**src/rtl/fetch_queue.sv**
```systemverilog
// First-word-fall-through {PC, instruction} queue between fetch and decode.
// Head entry is read combinationally; a flush discards every entry in one cycle.
module fetch_queue #(
  parameter int          DEPTH     = 4,
  parameter logic [31:0] NOP_INSTR = 32'h0000_0013,
  localparam int         PTR_W     = $clog2(DEPTH),
  localparam int         CNT_W     = $clog2(DEPTH + 1)
) (
  input  logic             clk,
  input  logic             reset,
  input  logic             flush,
  input  logic             in_valid,
  output logic             in_ready,
  input  logic [31:0]      in_pc,
  input  logic [31:0]      in_instr,
  output logic             out_valid,
  input  logic             out_ready,
  output logic [31:0]      out_pc,
  output logic [31:0]      out_instr,
  output logic [CNT_W-1:0] count
);

  typedef struct packed {
    logic [31:0] pc;
    logic [31:0] instr;
  } entry_t;

  entry_t             mem_q [DEPTH];
  logic [PTR_W-1:0]   rd_ptr_q, rd_ptr_d;
  logic [PTR_W-1:0]   wr_ptr_q, wr_ptr_d;
  logic [CNT_W-1:0]   count_q,  count_d;
  logic               push, pop, wr_en;

  assign in_ready  = (count_q != CNT_W'(DEPTH));
  assign out_valid = (count_q != '0);
  assign out_pc    = out_valid ? mem_q[rd_ptr_q].pc    : 32'h0;
  assign out_instr = out_valid ? mem_q[rd_ptr_q].instr : NOP_INSTR;
  assign count     = count_q;

  assign push  = in_valid  & in_ready;
  assign pop   = out_valid & out_ready;
  // Flush drops the offered entry, so storage is not written that cycle either.
  assign wr_en = push & ~flush & ~reset;

  always_comb begin
    rd_ptr_d = rd_ptr_q;
    wr_ptr_d = wr_ptr_q;
    count_d  = count_q;
    if (flush) begin
      rd_ptr_d = '0;
      wr_ptr_d = '0;
      count_d  = '0;
    end else begin
      if (push) wr_ptr_d = wr_ptr_q + PTR_W'(1);
      if (pop)  rd_ptr_d = rd_ptr_q + PTR_W'(1);
      case ({push, pop})
        2'b10:   count_d = count_q + CNT_W'(1);
        2'b01:   count_d = count_q - CNT_W'(1);
        default: count_d = count_q;
      endcase
    end
  end

  always_ff @(posedge clk) begin
    if (reset) begin
      rd_ptr_q <= '0;
      wr_ptr_q <= '0;
      count_q  <= '0;
    end else begin
      rd_ptr_q <= rd_ptr_d;
      wr_ptr_q <= wr_ptr_d;
      count_q  <= count_d;
    end
  end

  always_ff @(posedge clk) begin
    if (wr_en) mem_q[wr_ptr_q] <= '{pc: in_pc, instr: in_instr};
  end

endmodule

```
**config.mk**
```make
export PLATFORM = sky130hd
export DESIGN_NAME = fetch_queue
export DESIGN_NICKNAME = d
export VERILOG_FILES = /design/src/rtl/fetch_queue.sv
export SDC_FILE = /design/constraint.sdc
export NUM_CORES = 1
export LEC_CHECK = 0
export BUFFER_PORTS_ARGS = -buffer_cell sky130_fd_sc_hd__buf_4
export CAP_MARGIN = 20
export CORE_MARGIN = 3
export CORE_UTILIZATION = 35
export DETAILED_ROUTE_END_ITERATION = 16
export SYNTH_ARGS = -nofsm -noshare
export SYNTH_HDL_FRONTEND = slang
export SYNTH_SLANG_ARGS = --single-unit
```
**constraint.sdc**
```tcl
create_clock -name clk -period 6.2 [get_ports clk]
set_input_delay 0.93 -clock clk [delete_from_list [all_inputs] [get_ports clk]]
set_output_delay 0.93 -clock clk [all_outputs]
set_load 0.02 [all_outputs]
```
==> results by group, run 1 <==
Yosys
  – Sequential cell area fraction in the yosys report: 0.774
  – Post-synthesis simple-gate area fraction: 0.0518
  – Flops & latches, synth: 265
  – Gate count after technology mapping: 459
  – Mux cell area share after synthesis: 0.143
  – Adder-Cell Fraction of Synth Area: 0.00812
  – Post-Synth XOR/XNOR Area: 0.00172
  – Synth warn: 0
  – Count of cell types in the netlist: 28
  – Synth Area in Compound Gates: 0.00468
  – Cell Area, Synth: 10200 um2
  – Net count after synthesis: 534
  – Largest family of logic cells by synthesized area: multiplexers
  – Syn_area_per_cell: 22.2 um2

Die
  – Die height: 176 um
  – IO Pins: 138
  – Starting Density: 0.360
  – Die X: 176 um
  – Core area: 28200 um2
  – Row cnt: 61
  – Die area: 31100 um2

Detailed routing
  – Via count: 4768
  – DR pass1 iterations: 4
  – DR vias/cell: 4.73
  – Antenna Nets Post-Route: 0
  – DRC: 0
  – Drt wl/cell: 19.0 um
  – DRT Wirelength: 19200 um
  – Initial DRC Count: 307

Timing
  – Min Tclk post-route: 3820 ps
  – Final max-slew violation count: 0
  – Max Fclk: 0.262 GHz
  – RSZ-0062 raised after global routing: false
  – Hold_ws: 499 ps
  – Final worst-path cycle share: 0.616
  – Final Hold Vio Count: 0
  – Fin Clk Skew: 23.3 ps
  – Final setup fails: 0
  – Worst-Margin Slew: 1060 ps
  – Normalized max-slew margin: 0.291
  – Total Neg Setup Slack: 0 ps

GRT
  – First-pass GRT wire length: 30000 um
  – Overflow after GRT: 0
  – Vias in the first global route: 5300
  – Initial antenna violation count: 0
  – GRT Overall Usage: 0.124
  – Pin count of the biggest net entering global routing: 65

Critical path
  – CP Class: reg2out
  – Reg2reg path depth: 9
  – Crit. End Element: primary output
  – FF-to-FF setup slack: 3610 ps
  – RR Endpoint: count[2]
  – WP buf/inv: 2
  – CP Data Arrival Time: 2890 ps
  – Delay-heaviest family, CP: flip-flops
  – Slowest cell delay on critical path: 920 ps
  – Crit Path Max Fanout: 43
  – Crit-path slowest cell: dfxtp_4
  – Critical-path cell list: buf_4, mux4_2, and2_1, buf_4
  – Worst EP required: 5270 ps
  – Crit start category: flip-flop
  – Crit path top cell by count: buf_4
  – R2r startpoint: count[2]

Clock network
  – Reg clk slew, reported paths: 60 ps
  – H-tree depth: 1
  – Number of CTS-inserted buffers: 28
  – Postcts setup bufs: 0
  – Root Buffer: clkbuf_16
  – Clock Path Buffers: 3
  – Clock Latency Late Sink: 540 ps
  – Post-CTS Hold Fix Bufs: 0
  – CTS resizes: 0
  – Clock sink count: 265
  – CTS tree: yes

Power and ir drop
  – Power density cells: 305 nW/um2
  – VDD IR-drop max: 0.208 mV
  – Leakage: 4.16 nW
  – Total Power: 3.80 mW

Final layout
  – Area Overhead vs Synth: 22.7%
  – # diodes: 0
  – Ratio of cells with drive above 1 in the final layout: 0.405
  – Nets: 682
  – Post-Route Utilization: 0.442

Place
  – PortBufs: 137
  – DP HPWL: 10700 um
  – Routability cong.: 0.700

Flow run
  – Max Cap Viol: 0

Hold path
  – Min-delay src: rd_ptr_q[1]
  – Cells on Worst Hold Path: 2
  – Hold crit path type: reg2reg

Run status
  – Run status: finished, final reports clean
[state kept, by name, indices dropped and copies added, names as in the netlist, named ones only]
signal and count:
mem_q 256, count 3, rd_ptr_q 2, wr_ptr_q 2
[stage by stage]
| stage | setup slack [ps] | instance area (um2) | cells |
|---|---|---|---|
| 2_1_floorplan | 2930 | 10200 | 459 |
| 3_3_place_gp | 2790 | 11600 | 954 |
| 3_5_place_dp | 2790 | 11600 | 954 |
| 4_1_cts | 2200 | 12500 | 1006 |
| 5_1_grt | 2070 | 12500 | 1007 |
| 6_report | 2380 | 12500 | 1007 |
[power breakdown]
part	switching, mW	internal, mW
Sequential	0.00990	1.98
Clock	0.643	0.952
Combinational	0.112	0.101
[synth_stat cells]
cell type,instances,area (um2)
inv_2,1,3.75
mux2i_1,1,10.0
nor3_2,1,10.0
inv_1,6,22.5
o31ai_2,1,12.5
mux4_2,64,1440
or3b_4,1,11.3
edfxtp_1,256,7690
nand2_1,4,15.0
clkbuf_1,6,22.5
buf_2,6,30.0
and3_1,4,25.0
or3_2,1,7.51
nand4_1,1,6.26
or2_1,4,25.0
nand4b_1,1,8.76
fa_1,1,20.0
buf_6,8,90.1
nor2_1,4,15.0
clkbuf_2,1,5.00
xor2_1,2,17.5
ha_1,5,62.6
or3_1,1,6.26
o21ai_0,4,20.0
dfxtp_1,9,180
and2_1,62,388
a21oi_1,3,15.0
and2_4,1,8.76
[per-layer routing]
layer  wire [um]  global-route usage  vias to the layer above
met4         503              0.0334                        0
li1            -                   -                     2158
met1        7500               0.150                     2447
met3        1150              0.0318                       36
met5           0                   0                        -
met2       10000               0.219                      127
[worst reg2reg max path, delay by kind of cell (launching register included)]
family,cells,cell delay (ps)
flops,1,400
compound gates,1,210
xor+xnor,1,160
fa+ha+maj,2,570
buf+inv,2,130
simple gates,3,1030
[cells by family (layout without fill, tap and decap cells)]
| kind of cell | after synthesis | in the layout |
|---|---|---|
| XOR/XNOR | 2 | 2 |
| multiplexers | 65 | 65 |
| adder cells (fa/ha/maj) | 6 | 6 |
| AND/OR/NAND/NOR | 85 | 85 |
| flip-flops | 265 | 265 |
| AO/OA/AOI/OAI | 8 | 8 |
| buffers and inverters | 28 | 198 |
[final cells by class]
class / instances / area [um2]
clock buffers: 33 / 719
multi-input cells: 166 / 2150
fillers: 2442 / 15800
flip-flops and latches: 265 / 7880
inverters: 7 / 26.3
well taps: 378 / 473
repair buffers: 139 / 1060
clock inverters: 19 / 179
[worst max path at each step]
stage                     startpoint      endpoint  slack (ps)  depth (start not counted)
after floorplan                flush   mem_q[0][0]        2930                          2
after global placement     flip-flop    out_pc[26]        2790                          4
after detailed placement   flip-flop  out_instr[8]        2790                          4
after CTS                  flip-flop  out_instr[8]        2200                          4
after global routing       flip-flop    out_pc[26]        2070                          4
final                      flip-flop    out_pc[26]        2380                          4
[layout by cell type, fill, tap and decap left out, types with 4 or more instances in the layout]
master,netlist,routed
clkbuf_1,6,5
buf_4,0,138
inv_1,6,6
dfxtp_1,9,7
edfxtp_1,256,256
clkinv_2,0,6
o21ai_0,4,4
clkbuf_16,0,28
mux4_2,64,64
nand2_1,4,4
ha_1,5,5
or2_1,4,4
and2_1,62,62
clkinv_1,0,7
and3_4,0,4
nor2_1,4,4
(Power assumes the default switching activity.)
==> inputs of run 2 (changes only) <==
- clock period: 6.2 -> 3.42 ns (I/O delays scaled with it)
==> run 2 against run 1 <==
- sequential power up 81%
- critical path depth unchanged
- worst setup slack worse by 2000 ps
- critical path type unchanged
==> results by group, run 2 (same netlist as run 1, synthesis figures left out) <==
Run status
  – Run status: finished, final reports clean

Detailed routing
  – DR pass1 iterations: 4 (unchanged)
  – DRC: 0 (unchanged)
  – DRT Wirelength: 19400 um (+1.4%)
  – DR vias/cell: 4.75 (+0.40%)
  – Drt wl/cell: 19.3 um (+1.3%)
  – Initial DRC Count: 249 (-19%)
  – Antenna Nets Post-Route: 0 (unchanged)
  – Via count: 4792 (+0.50%)

Clock network
  – Clock sink count: 265 (unchanged)
  – CTS tree: yes
  – Root Buffer: clkbuf_16
  – CTS resizes: 0 (unchanged)
  – H-tree depth: 1 (unchanged)
  – Reg clk slew, reported paths: 60 ps (about the same)
  – Clock Latency Late Sink: 520 ps (-20 ps)
  – Clock Path Buffers: 3 (unchanged)
  – Number of CTS-inserted buffers: 27 (-3.6%)
  – Post-CTS Hold Fix Bufs: 0 (unchanged)
  – Postcts setup bufs: 0 (unchanged)

Critical path
  – Crit start category: flip-flop
  – R2r startpoint: count[0]
  – Crit Path Max Fanout: 23 (-47%)
  – Crit. End Element: primary output
  – FF-to-FF setup slack: 820 ps (-2790 ps)
  – CP Data Arrival Time: 2490 ps (-400 ps)
  – Reg2reg path depth: 9 (unchanged)
  – Worst EP required: 2910 ps (-2360 ps)
  – RR Endpoint: count[2]
  – CP Class: reg2out

Power and ir drop
  – Switching share of power: 0.197 (-0.00393)
  – Cell-internal power: 5.51 mW (+81%)
  – Power share of the combinational group: 0.057 (about the same)
  – VDD IR-drop max: 0.387 mV (+86%)
  – Power density cells: 547 nW/um2 (+80%)
  – P_sw: 1.35 mW (+77%)
  – Sequential Power Share: 0.526 (+0.002)
  – Leakage: 4.19 nW (+0.69%)
  – Clock power share: 0.417 (-0.003)

GRT
  – Vias in the first global route: 5373 (+1.4%)
  – GR Util met3: 0.0301 (-0.00172)
  – First-pass GRT wire length: 30600 um (+2.0%)
  – Overflow after GRT: 0 (unchanged)
  – Grt met1 use: 0.155 (+0.00411)
  – Initial antenna violation count: 0 (unchanged)
  – GRT Overall Usage: 0.126 (+0.00259)
  – Grt peak-use layer: met2
  – Pin count of the biggest net entering global routing: 36 (-45%)
  – Met2 track demand over resource: 0.225 (+0.00563)

Timing
  – Worst-Margin Slew: 604 ps (-459 ps)
  – Final Hold Vio Count: 0 (unchanged)
  – Total Neg Setup Slack: 0 ps (unchanged)
  – Hold_ws: 193 ps (-306 ps)
  – Final worst-path cycle share: 0.879
  – RSZ-0062 raised after global routing: false
  – Final setup fails: 0 (unchanged)
  – Min Tclk post-route: 3010 ps
  – Fin Clk Skew: 6.37 ps (-16.9 ps)
  – Final max-slew violation count: 0 (unchanged)
  – Normalized max-slew margin: 0.596 (+0.304)
  – Max Fclk: 0.333 GHz

Hold path
  – Hold crit path type: in2reg
  – Cells on Worst Hold Path: 1 (-1)
  – Min-delay src: in_instr[9]
  – Hold Path End: mem_q[1][9]

Place
  – DP HPWL: 11900 um (+11%)
  – PortBufs: 137 (unchanged)
  – Routability cong.: 0.751 (+7.3%)
  – Area after DPL: 11700 um2 (+1.1%)

Die
  – Core area: 28200 um2 (unchanged)
  – Die X: 176 um (unchanged)
  – Die area: 31100 um2 (unchanged)
  – Row cnt: 61 (unchanged)
  – IO Pins: 138 (unchanged)
  – Starting Density: 0.360 (unchanged)
  – Die height: 176 um (unchanged)

Final layout
  – Cell area after layout: 12500 um2 (+0.56%)
  – # diodes: 0 (unchanged)
  – Largest register FFs: 256 (unchanged)
  – Most common cell after layout, fill and taps aside: edfxtp_1
  – Nets: 687 (+0.73%)
  – Ratio of cells with drive above 1 in the final layout: 0.406 (+0.000944)
  – Area Overhead vs Synth: 23.4%
  – Commonest non-fill, non-tap cells in the layout: edfxtp_1, buf_4, mux4_2
  – Largest reg by FF count: mem_q

Flow run
  – Max Cap Viol: 0 (unchanged)
## run 2: cell types whose count changed in the layout (fill, tap and decap cells not counted), sizes merged
cell	before	now
clkinvlp	1	0
clkinv	15	11
buf	139	145
clkbuf	33	32
bufinv	3	4
## run 2: cell type report
| cell class | count | area (um2) |
|---|---|---|
| multi-input cells | 166 | 2150 |
| flip-flops and latches | 265 | 7880 |
| inverters | 7 | 26.3 |
| clock buffers | 32 | 694 |
| well taps | 378 | 473 |
| repair buffers | 145 | 1160 |
| clock inverters | 15 | 166 |
| fillers | 2448 | 15700 |
## run 2: power by group through the flow
stage / registers (mW) / clock network [mW] / logic [mW]
floorplan: 3.68 / 0 / 0.195
global placement: 3.67 / 0 / 0.391
detailed placement: 3.68 / 0 / 0.402
CTS: 3.61 / 2.94 / 0.403
global route: 3.61 / 3.08 / 0.430
finish: 3.61 / 2.86 / 0.392
## run 2: worst max-delay path, stage by stage, from the launching register on
cell and delay [ps]:
dfxtp_4 670, buf_4 400, mux4_2 540, and2_1 200
buf_4 160
## run 2: routing by layer
layer / wire length, um / vias to the layer above
met4: 552 / 0
met2: 10100 / 141
li1: - / 2160
met3: 1110 / 33
met1: 7730 / 2458
met5: 0 / -
## run 2: through the flow
stage | setup WS, ps | cells | util | power, mW
2_1_floorplan | 451 | 459 | - | 3.87
3_3_place_gp | 886 | 961 | 0.414 | 4.07
3_5_place_dp | 782 | 961 | 0.414 | 4.08
4_1_cts | 315 | 1008 | 0.444 | 6.95
5_1_grt | 199 | 1008 | 0.444 | 7.12
6_report | 414 | 1008 | 0.444 | 6.86
## run 2: worst max path at each step
stage | startpoint | to | slack, ps
2_1_floorplan | count[0] | mem_q[0][0] | 450
3_3_place_gp | flip-flop | out_pc[9] | 890
3_5_place_dp | count[0] | count[2] | 780
4_1_cts | flip-flop | out_pc[0] | 320
5_1_grt | flip-flop | out_pc[9] | 200
6_report | flip-flop | out_pc[0] | 410
==> inputs of run 3 (changes only) <==
- clock period: 3.42 -> 3.1 ns (I/O delays scaled with it)
==> run 3 against run 2 <==
- worst hold slack got worse by 82 ps
- cell count rose by 0.60%
- first-iteration DRC count rose by 12%
- register-to-register slack got worse by 210 ps
- sequential power rose by 10%
- clock power rose by 13%
- flip-flop and latch count did not move
- critical endpoint is now out_instr[0]
- largest power group unchanged
==> results by group, run 3 (same netlist as run 1, synthesis figures left out) <==
Power and ir drop
  – Leakage: 4.22 nW (+0.70%)
  – Switching share of power: 0.207 (+0.00984)
  – Cell-internal power: 6.07 mW (+10%)
  – VDD IR-drop max: 0.331 mV (-14%)
  – P_sw: 1.58 mW (+17%)
  – Power share of the combinational group: 0.058 (about the same)
  – Clock power share: 0.423 (+0.006)
  – Sequential Power Share: 0.520 (-0.006)
  – Power density cells: 607 nW/um2 (+11%)

Timing
  – Worst-Margin Slew: 598 ps (-6.13 ps)
  – Total Neg Setup Slack: 0 ps (unchanged)
  – Min Tclk post-route: 2760 ps
  – Final WS setup: 340 ps (-74.1 ps)
  – Normalized max-slew margin: 0.600 (+0.00410)
  – Final setup fails: 0 (unchanged)
  – Final Hold Vio Count: 0 (unchanged)
  – RSZ-0062 raised after global routing: false
  – Max Fclk: 0.362 GHz
  – Final max-slew violation count: 0 (unchanged)
  – Fin Clk Skew: 20.5 ps (+14.1 ps)
  – Final worst-path cycle share: 0.890

Die
  – Row cnt: 61 (unchanged)
  – Die X: 176 um (unchanged)
  – Die area: 31100 um2 (unchanged)
  – IO Pins: 138 (unchanged)
  – Core area: 28200 um2 (unchanged)
  – Die height: 176 um (unchanged)
  – Starting Density: 0.360 (unchanged)

GRT
  – Grt met1 use: 0.162 (+0.00742)
  – Vias in the first global route: 5345 (-0.52%)
  – GR Util met3: 0.0329 (+0.00280)
  – First-pass GRT wire length: 31500 um (+2.8%)
  – Initial antenna violation count: 0 (unchanged)
  – Met2 track demand over resource: 0.228 (+0.00338)
  – GRT Overall Usage: 0.130 (+0.00422)
  – Grt peak-use layer: met2
  – Overflow after GRT: 0 (unchanged)
  – Pin count of the biggest net entering global routing: 65 (+81%)

Place
  – Placed cells: 963 (+0.21%)
  – PortBufs: 137 (unchanged)
  – Routability cong.: 0.744 (-0.92%)
  – DP HPWL: 11100 um (-6.5%)
  – Post-Place Worst Slack: 645 ps (-138 ps)

Clock network
  – CTS tree: yes
  – Root Buffer: clkbuf_16
  – Post-CTS Hold Fix Bufs: 0 (unchanged)
  – Reg clk slew, reported paths: 70 ps (about the same)
  – H-tree depth: 1 (unchanged)
  – Number of CTS-inserted buffers: 28 (+3.7%)
  – Clock Latency Late Sink: 550 ps (+30 ps)
  – CTS resizes: 0 (unchanged)
  – Clock Path Buffers: 3 (unchanged)
  – Clock sink count: 265 (unchanged)
  – Postcts setup bufs: 0 (unchanged)

Flow run
  – Max Cap Viol: 0 (unchanged)

Detailed routing
  – DRT Wirelength: 19900 um (+2.5%)
  – Antenna Nets Post-Route: 0 (unchanged)
  – DRC: 0 (unchanged)
  – Initial DRC Count: 280 (+12%)
  – DR vias/cell: 4.79 (+0.67%)
  – DR pass1 iterations: 5 (+1)
  – Via count: 4853 (+1.3%)
  – Drt wl/cell: 19.7 um (+1.9%)

Final layout
  – Largest reg by FF count: mem_q
  – Area Overhead vs Synth: 24.1%
  – Ratio of cells with drive above 1 in the final layout: 0.410 (+0.00403)
  – # diodes: 0 (unchanged)
  – Finished Layout Cells: 1014 (+0.60%)
  – Most common cell after layout, fill and taps aside: edfxtp_1
  – Largest register FFs: 256 (unchanged)
  – Nets: 690 (+0.44%)
  – Commonest non-fill, non-tap cells in the layout: edfxtp_1, buf_4, mux4_2

Critical path
  – Worst EP required: 2630 ps (-280 ps)
  – Crit. End Element: primary output
  – CP Class: reg2out
  – Crit Path Max Fanout: 31 (+35%)
  – CP Data Arrival Time: 2300 ps (-190 ps)
  – Crit start category: flip-flop

Hold path
  – Hold crit path type: in2reg

Run status
  – Run status: finished, final reports clean
[run 3: cell count changes in the layout (fill, tap and decap cells not counted)]
cell        previous run  this run
buf_12                 6         7
buf_4                139       140
clkbuf_16             27        28
bufinv_16              4         3
clkinv_1               7        10
clkinv_2               4         5
clkinvlp_4             0         1
clkbuf_1               5         3
clkinv_16              0         1
[run 3: area by class of cell]
cell class | instances | area (um2)
clock buffers | 31 | 712
clock inverters | 20 | 190
fillers | 2439 | 15600
inverters | 7 | 26.3
multi-input cells | 166 | 2150
flip-flops and latches | 265 | 7880
well taps | 378 | 473
repair buffers | 147 | 1190
[run 3: stage by stage]
stage	power [mW]	hold slack, ps	utilization	area, um2
2_1_floorplan	4.27	459	-	10200
3_3_place_gp	4.49	471	0.415	11700
3_5_place_dp	4.51	479	0.415	11700
4_1_cts	7.77	77.6	0.447	12600
5_1_grt	7.95	83.4	0.447	12600
6_report	7.65	111	0.447	12600
[run 3: critical path, stage by stage (launching register included)]
cell and delay [ps]:
dfxtp_4 510, buf_12 300, mux4_2 550, or2_1 230
buf_4 160
[run 3: layer usage]
metal	up-vias	share of wire	wire length [um]
met2	128	0.51	10100
met4	0	0.024	477
met5	-	0	0
met3	40	0.061	1220
met1	2520	0.41	8100
li1	2165	-	-
[run 3: power by group through the flow]
| stage | Sequential [mW] | Combinational, mW | Clock, mW |
|---|---|---|---|
| final | 3.98 | 0.441 | 3.24 |
| after global routing | 3.98 | 0.480 | 3.49 |
| after CTS | 3.98 | 0.453 | 3.34 |
| after detailed placement | 4.05 | 0.451 | 0 |
| after global placement | 4.05 | 0.439 | 0 |
| after floorplan | 4.05 | 0.215 | 0 |
[run 3: worst paths after layout]
check | slack (ps) | end | depth (start not counted) | startpoint
min | 110 | mem_q[2][24] | 1 | in_instr[24]
max | 340 | out_instr[0] | 4 | flip-flop
max reg2reg | 610 | count[2] | 9 | count[2]
min reg2reg | 490 | rd_ptr_q[0] | 2 | rd_ptr_q[0]
